==> src/rtl/prior_arbiter_ctrl.sv <==
// ---------------------------------------------------------------------------
// prior_arbiter_ctrl
//
// Purpose:
//   Sequential arbiter that hands a shared resource (bus, ALU, memory port)
//   to one of N requesters. A grant is held until the owner signals done,
//   withdraws its request, or reaches the hold limit. Every grant is followed
//   by exactly one dead cycle (GAP) before the next grant can appear, so the
//   datapath select mux driven by gnt_id never switches owners back-to-back.
//
// Build option:
//   ROUND_ROBIN_EN  defined   -> rotating priority. The search starts just
//                                below the most recent owner and wraps modulo
//                                N, so the last owner has the lowest priority.
//                   undefined -> fixed priority, the highest index wins.
//   The port list and the cycle timing are the same in both builds.
//
// Parameters:
//   N         number of requesters (2..32)
//   ID_W      width of gnt_id, equal to clog2(N)
//   MAX_HOLD  maximum number of cycles a grant stays visible (2..255)
//
// Ports:
//   clk        in   1     rising-edge clock
//   rst        in   1     asynchronous reset, active-high
//   req        in   N     request vector, req[i]=1 -> requester i wants access
//   done       in   1     current owner finished (looked at only in GRANT)
//   gnt        out  N     one-hot grant, registered
//   gnt_id     out  ID_W  binary index of the owner, 0 when gnt_valid=0
//   gnt_valid  out  1     high while a grant is active (equals |gnt)
//   timeout    out  1     one-cycle pulse when the hold limit revoked a grant
// ---------------------------------------------------------------------------
module prior_arbiter_ctrl #(
  parameter int N        = 8,
  parameter int ID_W     = 3,
  parameter int MAX_HOLD = 16
) (
  input  logic            clk,
  input  logic            rst,
  input  logic [N-1:0]    req,
  input  logic            done,
  output logic [N-1:0]    gnt,
  output logic [ID_W-1:0] gnt_id,
  output logic            gnt_valid,
  output logic            timeout
);

  typedef enum logic [1:0] {
    ST_IDLE  = 2'b00,
    ST_GRANT = 2'b01,
    ST_GAP   = 2'b10
  } state_t;

  // Last legal hold count value; reaching it while still granted revokes.
  localparam logic [7:0]   HOLD_LAST = 8'(MAX_HOLD - 1);
  localparam logic [N-1:0] ONE_HOT0  = {{(N-1){1'b0}}, 1'b1};

  // Registered state and outputs
  state_t          state_r;
  logic [N-1:0]    gnt_r;
  logic [ID_W-1:0] gnt_id_r;
  logic            gnt_valid_r;
  logic            timeout_r;
  logic [7:0]      hold_cnt_r;
  logic [ID_W-1:0] last_id_r;

  // Next-state values
  state_t          state_s;
  logic [N-1:0]    gnt_s;
  logic [ID_W-1:0] gnt_id_s;
  logic            gnt_valid_s;
  logic            timeout_s;
  logic [7:0]      hold_cnt_s;
  logic [ID_W-1:0] last_id_s;

  // Arbitration result
  logic            any_req_s;
  logic [ID_W-1:0] win_s;

`ifdef ROUND_ROBIN_EN
  localparam logic [ID_W:0] N_W = (ID_W+1)'(N);

  // Rotating search: last-1, last-2, ... wrapping modulo N, ending at last.
  // The index is formed one bit wider than ID_W so last+N never overflows.
  function automatic logic [ID_W-1:0] pick_winner(
    input logic [N-1:0]    r,
    input logic [ID_W-1:0] last
  );
    logic [ID_W-1:0] w;
    logic            found;
    logic [ID_W:0]   t;
    w     = '0;
    found = 1'b0;
    for (int k = 1; k <= N; k++) begin
      t = {1'b0, last} + N_W - (ID_W+1)'(k);
      if (t >= N_W) begin
        t = t - N_W;
      end else begin
        t = t;
      end
      if (!found && r[t[ID_W-1:0]]) begin
        w     = t[ID_W-1:0];
        found = 1'b1;
      end else begin
        w     = w;
        found = found;
      end
    end
    return w;
  endfunction

  // Winner selection with rotating priority
  always_comb begin
    win_s = pick_winner(req, last_id_r);
  end
`else
  // Fixed priority: the last set bit seen while scanning upward is the
  // highest index, which is the winner.
  function automatic logic [ID_W-1:0] pick_winner(input logic [N-1:0] r);
    logic [ID_W-1:0] w;
    w = '0;
    for (int i = 0; i < N; i++) begin
      if (r[i]) begin
        w = ID_W'(i);
      end else begin
        w = w;
      end
    end
    return w;
  endfunction

  // last_id is still tracked in this build but does not steer selection.
  logic unused_last_id;
  assign unused_last_id = ^last_id_r;

  // Winner selection with fixed priority
  always_comb begin
    win_s = pick_winner(req);
  end
`endif

  assign any_req_s = |req;

  // Next-state and next-output computation
  always_comb begin
    state_s     = state_r;
    gnt_s       = gnt_r;
    gnt_id_s    = gnt_id_r;
    gnt_valid_s = gnt_valid_r;
    timeout_s   = 1'b0;
    hold_cnt_s  = hold_cnt_r;
    last_id_s   = last_id_r;

    case (state_r)
      // IDLE and GAP arbitrate identically; GAP simply always leaves.
      ST_IDLE, ST_GAP: begin
        if (any_req_s) begin
          state_s     = ST_GRANT;
          gnt_s       = ONE_HOT0 << win_s;
          gnt_id_s    = win_s;
          gnt_valid_s = 1'b1;
          hold_cnt_s  = 8'd0;
        end else begin
          state_s     = ST_IDLE;
          gnt_s       = '0;
          gnt_id_s    = '0;
          gnt_valid_s = 1'b0;
        end
      end

      // Release conditions in priority order: done, withdrawal, hold limit.
      // Other requesters are ignored here (no preemption).
      ST_GRANT: begin
        if (done) begin
          state_s     = ST_GAP;
          gnt_s       = '0;
          gnt_id_s    = '0;
          gnt_valid_s = 1'b0;
          last_id_s   = gnt_id_r;
        end else if (!req[gnt_id_r]) begin
          state_s     = ST_GAP;
          gnt_s       = '0;
          gnt_id_s    = '0;
          gnt_valid_s = 1'b0;
          last_id_s   = gnt_id_r;
        end else if (hold_cnt_r == HOLD_LAST) begin
          state_s     = ST_GAP;
          gnt_s       = '0;
          gnt_id_s    = '0;
          gnt_valid_s = 1'b0;
          timeout_s   = 1'b1;
          last_id_s   = gnt_id_r;
        end else begin
          state_s     = ST_GRANT;
          hold_cnt_s  = hold_cnt_r + 8'd1;
        end
      end

      // Unused encoding: fall back to IDLE with everything cleared.
      default: begin
        state_s     = ST_IDLE;
        gnt_s       = '0;
        gnt_id_s    = '0;
        gnt_valid_s = 1'b0;
        timeout_s   = 1'b0;
        hold_cnt_s  = 8'd0;
        last_id_s   = '0;
      end
    endcase
  end

  // State and output registers, cleared immediately by rst
  always_ff @(posedge clk or posedge rst) begin
    if (rst) begin
      state_r     <= ST_IDLE;
      gnt_r       <= '0;
      gnt_id_r    <= '0;
      gnt_valid_r <= 1'b0;
      timeout_r   <= 1'b0;
      hold_cnt_r  <= 8'd0;
      last_id_r   <= '0;
    end else begin
      state_r     <= state_s;
      gnt_r       <= gnt_s;
      gnt_id_r    <= gnt_id_s;
      gnt_valid_r <= gnt_valid_s;
      timeout_r   <= timeout_s;
      hold_cnt_r  <= hold_cnt_s;
      last_id_r   <= last_id_s;
    end
  end

  assign gnt       = gnt_r;
  assign gnt_id    = gnt_id_r;
  assign gnt_valid = gnt_valid_r;
  assign timeout   = timeout_r;

endmodule

==> config.mk <==
export PLATFORM = sky130hd
export DESIGN_NAME = prior_arbiter_ctrl
export DESIGN_NICKNAME = d
export VERILOG_FILES = /design/src/rtl/prior_arbiter_ctrl.sv
export SDC_FILE = /design/constraint.sdc
export NUM_CORES = 1
export LEC_CHECK = 0
export BUFFER_PORTS_ARGS = -buffer_cell sky130_fd_sc_hd__buf_2
export CORE_MARGIN = 2
export CORE_UTILIZATION = 50
export DETAILED_ROUTE_END_ITERATION = 10
export PLACE_DENSITY = 0.79
export SETUP_SLACK_MARGIN = 0.15
export SLEW_MARGIN = 20
export SYNTH_ARGS = -nofsm -noshare
export SYNTH_HDL_FRONTEND = slang
export SYNTH_SLANG_ARGS = --single-unit
export TNS_END_PERCENT = 5
==> constraint.sdc <==
create_clock -name clk -period 2.1 [get_ports clk]
set_input_delay 0.525 -clock clk [delete_from_list [all_inputs] [get_ports clk]]
set_output_delay 0.525 -clock clk [all_outputs]
set_load 0.1 [all_outputs]
# Yosys cells after proc, flatten, opt, wreduce, memory -nomap -nowiden
# Cells that the tools add are included.
[totals]
wordCells = 59
reg_bits = 23
in_bits = 11
out_inout_bits = 13
[classes]
n_reduce_logical = 4
order_cmp = 1
shifts = 1
n_mux = 38
addsub = 1
eq_ne = 8
[op_table]
columns = ["cell", "count"]
rows = [
  ["two-way mux 8 bit", 8],
  ["case mux 8 bit (2 select lines)", 2],
  ["two-way mux 3 bit", 10],
  ["two-way mux 1 bit", 11],
  ["adder 8 x 1 -> 8 bit (second input constant)", 1],
  ["== test 8 x 4 -> 1 bit (second input constant)", 1],
  ["!= test 2 bit (second input constant)", 4],
  ["OR reduction 8 bit", 1],
  ["<< shifter 1 x 3 -> 8 bit (first input constant)", 1],
  ["two-way mux 2 bit", 3],
  ["case mux 3 bit (2 select lines)", 1],
  ["< comparator 3 x 4 -> 1 bit (second input constant)", 1],
  ["!= test 4 bit (second input constant)", 1],
  ["case mux 2 bit (2 select lines)", 1],
  ["AND reduction 4 bit", 1],
  ["binary-select mux 1 bit (select 3 bit)", 1],
  ["== test 2 x 1 -> 1 bit (second input constant)", 1],
  ["== test 2 bit (second input constant)", 1],
  ["zero test 2 bit", 1],
  ["case mux 1 bit (2 select lines)", 1],
  ["OR reduction 2 bit", 1],
]

# Logic depth before layout (Yosys ltp)
# Gate-level depths: netlist of run 1.
[depth]
word_depth = 10
mapped_depth = 8

# Worst setup path after synthesis of run 1
# No wires, ideal clock.
[synth_timing]
kind = "register to register"
from = "register gnt_id_r[0] (netlist: gnt_id[0])"
to = "register gnt_id_r[1] (netlist: gnt_id[1])"
t_required_ns = 1.978
n_path_buf = 3
t_arrival_ns = 2.336
synth_period_minus_slack_ns = 2.458
path_slack_ns = -0.358
setup_ns = 0.122
stages_incl_launch_ff = 8
path_cell_list = "dfrtp_1 > buf_6 > mux2_1 > a2bb2oi_2 > and4_1 > buf_4 > buf_6 > a22o_1"
[synth_between]
elab_chain_cells = 5
elab_cells_between_ends = 6
classes_between = "1 x eq/ne; 5 x mux"
[synth_lines]
columns = ["element", "line_no", "text"]
rows = [
  ["from (decl)", "61", "logic [ID_W-1:0] gnt_id_r;"],
  ["from (signal assigned)", "225", "gnt_id_r <= gnt_id_s;"],
  ["binary-select mux 1 bit (select 3 bit) *", "180", "end else if (!req[gnt_id_r]) begin"],
  ["two-way mux 1 bit (implied by the code) *", "180", ""],
  ["two-way mux 3 bit", "180", ""],
  ["two-way mux 3 bit", "174", "if (done) begin"],
  ["case mux 3 bit (2 select lines)", "154", "case (state_r)"],
]
# Mark *: on every way between the ends. The rest lies on a longest branch, timed or not. The select of a mux whose other input is x is not followed.
# A chain may end at the register's enable or synchronous reset.

# Worst setup path after layout of run 1
[layout_timing]
from = "register gnt_id_r[0] (netlist: gnt_id[0])"
to = "register state_r[0]"
[layout_between]
elab_chain_cells = 5
[layout_lines]
columns = ["element", "line_no", "text"]
rows = [
  ["binary-select mux 1 bit (select 3 bit)", "180", ""],
  ["two-way mux 1 bit (implied by the code)", "180", ""],
  ["two-way mux 2 bit", "180", ""],
  ["two-way mux 2 bit", "174", ""],
  ["case mux 2 bit (2 select lines)", "154", ""],
  ["via state_s[0]", "68", "state_t state_s;"],
  ["to (signal assigned)", "223", "state_r <= state_s;"],
  ["to (decl)", "59", "state_t state_r;"],
]
# The timed path passes the listed nets, and every way through them passes these cells. The select of a mux whose other input is x is not followed.

==> results.py, run 1 <==
metrics = {
    "timing": {
        "hold_ws_ns": 0.158,
        "slew_headroom_pct": 67.8,
        "slew_violations": 0,
        "finalHoldViolations": 0,
        "setup_violations": 0,
        "setup_tns_ns": 0,
        "timing.final.crit_share_pct": 92.9,
        "fmax_mhz": 512,
        "setup_ws_ns": 0.148,
        "min_period_ns": 1.95,
        "tightestPinTransition_ns": 0.487,
        "finalClockSkew_ns": 0.00202,
        "rsz0062_at_grt": "true",
    },
    "yosys": {
        "ys_seq_area_share_pct": 47.4,
        "synth_cell_type_count": 43,
        "netlist_area_um2": 1210,
        "synth-seq-cells": 23,
        "synth_edf_count": 0,
        "ys_warn_count": 0,
        "yosys_most_used_dff": "dfrtp_1",
        "synthesis.nets": 132,
        "ys_async_sr_fraction_pct": 100,
        "syn_avg_cell_area_um2": 10.1,
        "netlist_instances": 120,
    },
    "setup_path": {
        "rr_endpoint": "state_r[0]$_DFF_PP0_",
        "cp-end-kind": "flip-flop",
        "cp_cell_sequence": "buf_4 -> mux2_4 -> a2bb2oi_4 -> and4_2 -> or2_2",
        "r2r_cells": 5,
        "path_class": "reg -> reg",
        "start_kind": "flip-flop",
        "regToRegSetupSlack_ns": 0.15,
        "worst_path_dominant_cell_family": "simple AND/OR/NAND/NOR gates",
        "r2r_start": "gnt_id[0]$_DFFE_PP0P_",
        "path_depth": 5,
        "cpPeakStageDelay_ns": 0.53,
        "path_buf_inv": 1,
        "crit_path_end": "state_r[0]$_DFF_PP0_",
        "startpoint": "gnt_id[0]$_DFFE_PP0P_",
        "cp_slowest_cell": "dfrtp_4",
        "cp_max_fo": 17,
        "cp.arrival_ns": 2.17,
        "critPathRequiredTime_ns": 2.32,
    },
    "floorplanning": {
        "ioPinCount": 24,
        "die_area_um2": 2840,
        "start_util_pct": 53.9,
        "die_w_um": 53.3,
        "fp-row-count": 17,
        "die_height_um": 53.3,
        "coreArea_um2": 2250,
    },
    "route": {
        "first_pass_iters": 4,
        "viasPerCell": 5.95,
        "drt-total-wl_um": 2590,
        "drt_iter0_drc": 19,
        "drc_errors": 0,
        "vias": 1059,
        "detail_route.wl_per_cell_um": 14.6,
        "antenna_left": 0,
    },
    "placement": {
        "gp_congestion": 0.830,
        "place_hpwl_um": 1960,
        "post_dp_cell_area_um2": 1400,
        "io_buffer_count": 23,
        "pre_cts_slack_ns": 0.0137,
    },
    "global_route": {
        "grt.total_usage_pct": 21.5,
        "grt_overflow": 0,
        "grt_antenna_before_repair": 0,
        "grt_pass1_vias": 986,
        "grt_pass1_wl_um": 4330,
        "grt_max_degree": 18,
    },
    "cells_and_area": {
        "syn_to_final_growth_pct": 18.1,
        "final_cell_mix": "buf_2, dfrtp_1, nand2_1",
        "antenna_cells": 0,
        "n_fill_cell": 191,
        "nets": 163,
        "multi_input_area_um2": 598,
        "drive_gt1_share_pct": 30.7,
        "regArea_um2": 582,
        "layout_commonest_cell": "buf_2",
        "finalInstanceArea_um2": 1440,
    },
    "clocking": {
        "clk_latency_ns": 0.32,
        "cts_buffer_depth": 2,
        "cts_root_buf": "clkbuf_4",
        "path_clk_slew_ns": 0.12,
        "cts.sinks": 23,
        "h-tree-depth": 1,
        "cts_tree": "done",
        "cts-buffers-inserted": 3,
    },
    "run": {
        "cap_violations": 0,
    },
    "pwr": {
        "p_per_area_nw_per_um2": 1240,
        "power.total_w": 0.00179,
        "p_leak_nw": 0.687,
        "ir_drop_mv": 0.863,
    },
    "hold_path": {
        "hold_class": "in -> async",
    },
    "run_status": {
        "status": "finished, final reports clean",
    },
}
[power by group]
group,switching (W),leakage (nW),total [W],internal [W]
registers,0.0000866,0.304,0.000620,0.000534
clock network,0.000137,0.0150,0.000211,0.0000744
logic,0.000697,0.368,0.000955,0.000258
total,0.000921,0.687,0.00179,0.000866
[what timing repair did]
action / 4_1_cts / 5_1_grt
hold endpoints to repair: 0 / 0
pin swaps: 0 / 1
setup buffers: 0 / 1
cloned: 0 / 0
gates resized for setup: 1 / 1
hold buffers: 0 / 0
endpoints found under the setup margin: 12 / 5
[Yosys cell counts, types with 2 or more instances]
| master | number | area, um^2 |
|---|---|---|
| a32o_1 | 2 | 20.0 |
| buf_6 | 2 | 22.5 |
| dfrtp_1 | 23 | 576 |
| mux2i_1 | 3 | 30.0 |
| a22o_1 | 6 | 52.6 |
| nor2_1 | 5 | 18.8 |
| o211ai_1 | 3 | 22.5 |
| nor2b_1 | 2 | 12.5 |
| inv_1 | 7 | 26.3 |
| nor4_1 | 4 | 25.0 |
| nand2_1 | 15 | 56.3 |
| or4_1 | 2 | 15.0 |
| and3_1 | 2 | 12.5 |
| a21oi_1 | 2 | 10.0 |
| nor3_1 | 4 | 20.0 |
| and4_1 | 2 | 17.5 |
| nand3_1 | 7 | 35.0 |
| o21ai_0 | 4 | 20.0 |
[kinds of logic after synthesis]
family / count (synthesis) / share of synthesized area, %
flip-flops: 23 / 47.4
AND/OR/NAND/NOR: 52 / 22.7
buffers and inverters: 11 / 5.05
multiplexers: 5 / 4.33
AO/OA/AOI/OAI: 28 / 19.6
adder cells (fa/ha/maj): 1 / 1.03
[metrics by stage]
stage | util, % | std cells
global route | 63.7 | 178
floorplan | - | 120
detailed placement | 61.9 | 173
finish | 63.7 | 178
CTS | 63.2 | 177
global placement | 61.9 | 173
[sequential cells by signal (all words and copies together) (netlist names)]
signal,flops
gnt,8
hold_cnt_r,8
gnt_id,3
state_r,2
gnt_valid,1
timeout,1
[cell type report]
| class | count | share of cell area (%) |
|---|---|---|
| Inverter | 7 | 1.83 |
| Timing Repair Buffer | 30 | 11.7 |
| Sequential cell | 23 | 40.5 |
| Tap cell | 28 | 2.44 |
| Multi-Input combinational cell | 86 | 41.7 |
| Clock buffer | 4 | 1.83 |
[metal layers]
| metal | up-vias | global-route usage (%) | part of all wire (%) |
|---|---|---|---|
| li1 | 512 | - | - |
| met1 | 515 | 28.5 | 48 |
| met2 | 27 | 34.0 | 46 |
| met3 | 5 | 3.39 | 3.5 |
| met4 | 0 | 10.3 | 1.9 |
| met5 | - | 0 | 0 |
[worst min-delay path by stage]
stage          slack, ns                 startpoint                   endpoint
2_1_floorplan       0.48  hold_cnt_r[7]$_DFFE_PP0P_  hold_cnt_r[7]$_DFFE_PP0P_
3_3_place_gp        0.46         gnt[1]$_DFFE_PP0P_         gnt[1]$_DFFE_PP0P_
3_5_place_dp        0.46         gnt[1]$_DFFE_PP0P_         gnt[1]$_DFFE_PP0P_
4_1_cts             0.17                        rst         gnt[3]$_DFFE_PP0P_
5_1_grt             0.19                        rst         gnt[2]$_DFFE_PP0P_
6_report            0.16                        rst         gnt[3]$_DFFE_PP0P_
Note: power is estimated with default switching activity, not from simulation.
==> run 2: changes to the inputs <==
==> constraint.sdc (replaced) <==
create_clock -name clk -period 2.1 [get_ports clk]
set_input_delay 0.315 -clock clk [delete_from_list [all_inputs] [get_ports clk]]
set_output_delay 0.315 -clock clk [all_outputs]
set_load 0.1 [all_outputs]
==> run 2 against run 1 <==
Against the previous run: flip-flop and latch count unchanged; hold slack improved by 0.14 ns; non-clock buffer count unchanged; setup slack improved by 0.065 ns; sequential power increased by 0.6%; via count increased by 0.57%; first-iteration DRC count increased by 26%; critical path depth unchanged; clock skew increased by 0.0080 ns; fmax increased by 3.5%; highest routed layer unchanged.
==> results.py, run 2 (synthesis results as in run 1) <==
metrics = {
    "setup_path": {
        "critPathRequiredTime_ns": 2.32,
        "cp_max_fo": 6,
        "cpPeakStageDelay_ns": 0.55,
        "start_kind": "flip-flop",
        "cp_cell_sequence": "mux2i_2 -> a221oi_4 -> a31oi_1 -> or2_1 -> mux2_2",
        "cp_slowest_cell": "dfrtp_4",
        "cp-end-kind": "flip-flop",
        "path_class": "reg -> reg",
        "cp.arrival_ns": 2.11,
    },
    "hold_path": {
        "hold_class": "in -> reg",
    },
    "global_route": {
        "grt_antenna_before_repair": 0,
        "grt.total_usage_pct": 21.6,
        "grt_pass1_vias": 982,
        "use_met1_pct": 29.9,
        "grt_max_degree": 14,
        "grt.busiest_layer": "met2",
        "grt_pass1_wl_um": 4400,
        "grt_overflow": 0,
        "use_met2_pct": 32.9,
        "grt_util_met3_pct": 3.39,
    },
    "clocking": {
        "cts_root_buf": "clkbuf_4",
        "h-tree-depth": 1,
        "cts-buffers-inserted": 3,
        "cts_tree": "done",
        "path_clk_slew_ns": 0.14,
        "cts.sinks": 23,
        "clk_latency_ns": 0.33,
        "cts_buffer_depth": 2,
    },
    "pwr": {
        "ir_drop_mv": 0.967,
        "power.internal_w": 0.000858,
        "swShare_pct": 51.9,
        "power_frac_seq_pct": 35.0,
        "pwr-share-comb_pct": 52.8,
        "pwr-share-clk_pct": 12.2,
        "p_per_area_nw_per_um2": 1240,
        "p_leak_nw": 0.689,
        "switchingPower_w": 0.000926,
    },
    "route": {
        "antenna_left": 0,
        "detail_route.wl_per_cell_um": 15.4,
        "first_pass_iters": 4,
        "vias": 1065,
        "drt-total-wl_um": 2740,
        "drt_iter0_drc": 24,
        "viasPerCell": 5.98,
        "drc_errors": 0,
    },
    "cells_and_area": {
        "syn_to_final_growth_pct": 18.3,
        "nets": 163,
        "antenna_cells": 0,
        "finalInstanceArea_um2": 1440,
        "drive_gt1_share_pct": 30.0,
        "layout_commonest_cell": "buf_2",
        "final_cell_mix": "buf_2, dfrtp_1, nand2_1",
    },
    "floorplanning": {
        "coreArea_um2": 2250,
        "start_util_pct": 53.9,
        "die_area_um2": 2840,
        "ioPinCount": 24,
        "die_w_um": 53.3,
        "die_height_um": 53.3,
        "fp-row-count": 17,
    },
    "timing": {
        "setup_violations": 0,
        "min_period_ns": 1.89,
        "finalHoldViolations": 0,
        "setup_tns_ns": 0,
        "rsz0062_at_grt": "true",
        "slew_headroom_pct": 67.8,
        "finalClockSkew_ns": 0.0100,
        "tightestPinTransition_ns": 0.486,
        "fmax_mhz": 530,
        "timing.final.crit_share_pct": 89.8,
        "slew_violations": 0,
    },
    "run": {
        "cap_violations": 0,
    },
    "placement": {
        "post_dp_cell_area_um2": 1390,
        "place_hpwl_um": 2060,
        "gp_congestion": 0.871,
        "io_buffer_count": 23,
    },
    "run_status": {
        "status": "finished, final reports clean",
    },
}
## run 2: cell count changes in the layout (fill, tap and decap cells not counted)
cell	delta
dlygate4sd3_1	+1
buf_4	-1
clkinv_2	+1
clkbuf_1	-1
and4_2	-1
and4_1	+1
## run 2: layout make-up
| class | count | area (um^2) |
|---|---|---|
| tap | 28 | 35.0 |
| multi-input combinational | 86 | 597 |
| inverter | 7 | 26.3 |
| timing repair buffer | 30 | 170 |
| fill | 193 | 817 |
| clock buffer | 3 | 22.5 |
| clock inverter | 1 | 5.00 |
| sequential | 23 | 582 |
## run 2: through the flow
step	util [%]	hold slack [ns]	power, W	setup slack (ns)	cells
detailed placement	61.6	0.356	0.00155	0.232	172
global route	63.8	0.296	0.00187	0.107	178
global placement	61.6	0.338	0.00153	0.268	172
finish	63.8	0.295	0.00178	0.213	178
floorplan	-	0.317	0.00141	0.0458	120
CTS	63.3	0.277	0.00177	0.195	177
## run 2: path summary, 6_finish.rpt
| kind | start | to | slack [ns] | cells after the start |
|---|---|---|---|---|
| worst min register to register | gnt[1]$_DFFE_PP0P_ | gnt[1]$_DFFE_PP0P_ | 0.49 | 2 |
| max in group asynchronous | rst | timeout$_DFF_PP0_ | 1.04 | 4 |
| worst max register to register | gnt_id[0]$_DFFE_PP0P_ | hold_cnt_r[0]$_DFFE_PP0P_ | 0.21 | 5 |
| worst max-delay path | gnt_id[0]$_DFFE_PP0P_ | hold_cnt_r[0]$_DFFE_PP0P_ | 0.21 | 5 |
| worst min-delay path | req[5] | gnt[5]$_DFFE_PP0P_ | 0.29 | 2 |
| min in group asynchronous | rst | gnt[3]$_DFFE_PP0P_ | 0.51 | 3 |
## run 2: worst max-delay path: cells and delay by family, from the launching register on
family	cells	cell delay, ns
AOI/OAI and AO/OA	2	0.53
DFF	1	0.55
muxes	2	0.44
and+or+nand+nor	1	0.26
## run 2: power by group through the flow
stage	clock network, W	registers, W	logic (W)
after floorplan	0	0.00101	0.000409
after global placement	0	0.000626	0.000909
after detailed placement	0	0.000634	0.000920
after CTS	0.000223	0.000623	0.000923
after global routing	0.000240	0.000634	0.000991
final	0.000217	0.000624	0.000943
## run 2: per-layer routing
layer	share of wire [%]	wire (um)	vias up
met1	45	1240	524
met2	49	1340	29
li1	-	-	508
met5	0	0	-
met3	5.0	136	4
met4	1.2	32	0
## run 2: what timing repair did
action / 4_1_cts / 5_1_grt
resized for setup: 0 / 1
setup buffers: 0 / 1
setup endpoints to repair: 0 / 5
hold buffers: 1 / 0
hold endpoints to repair: 11 / 0
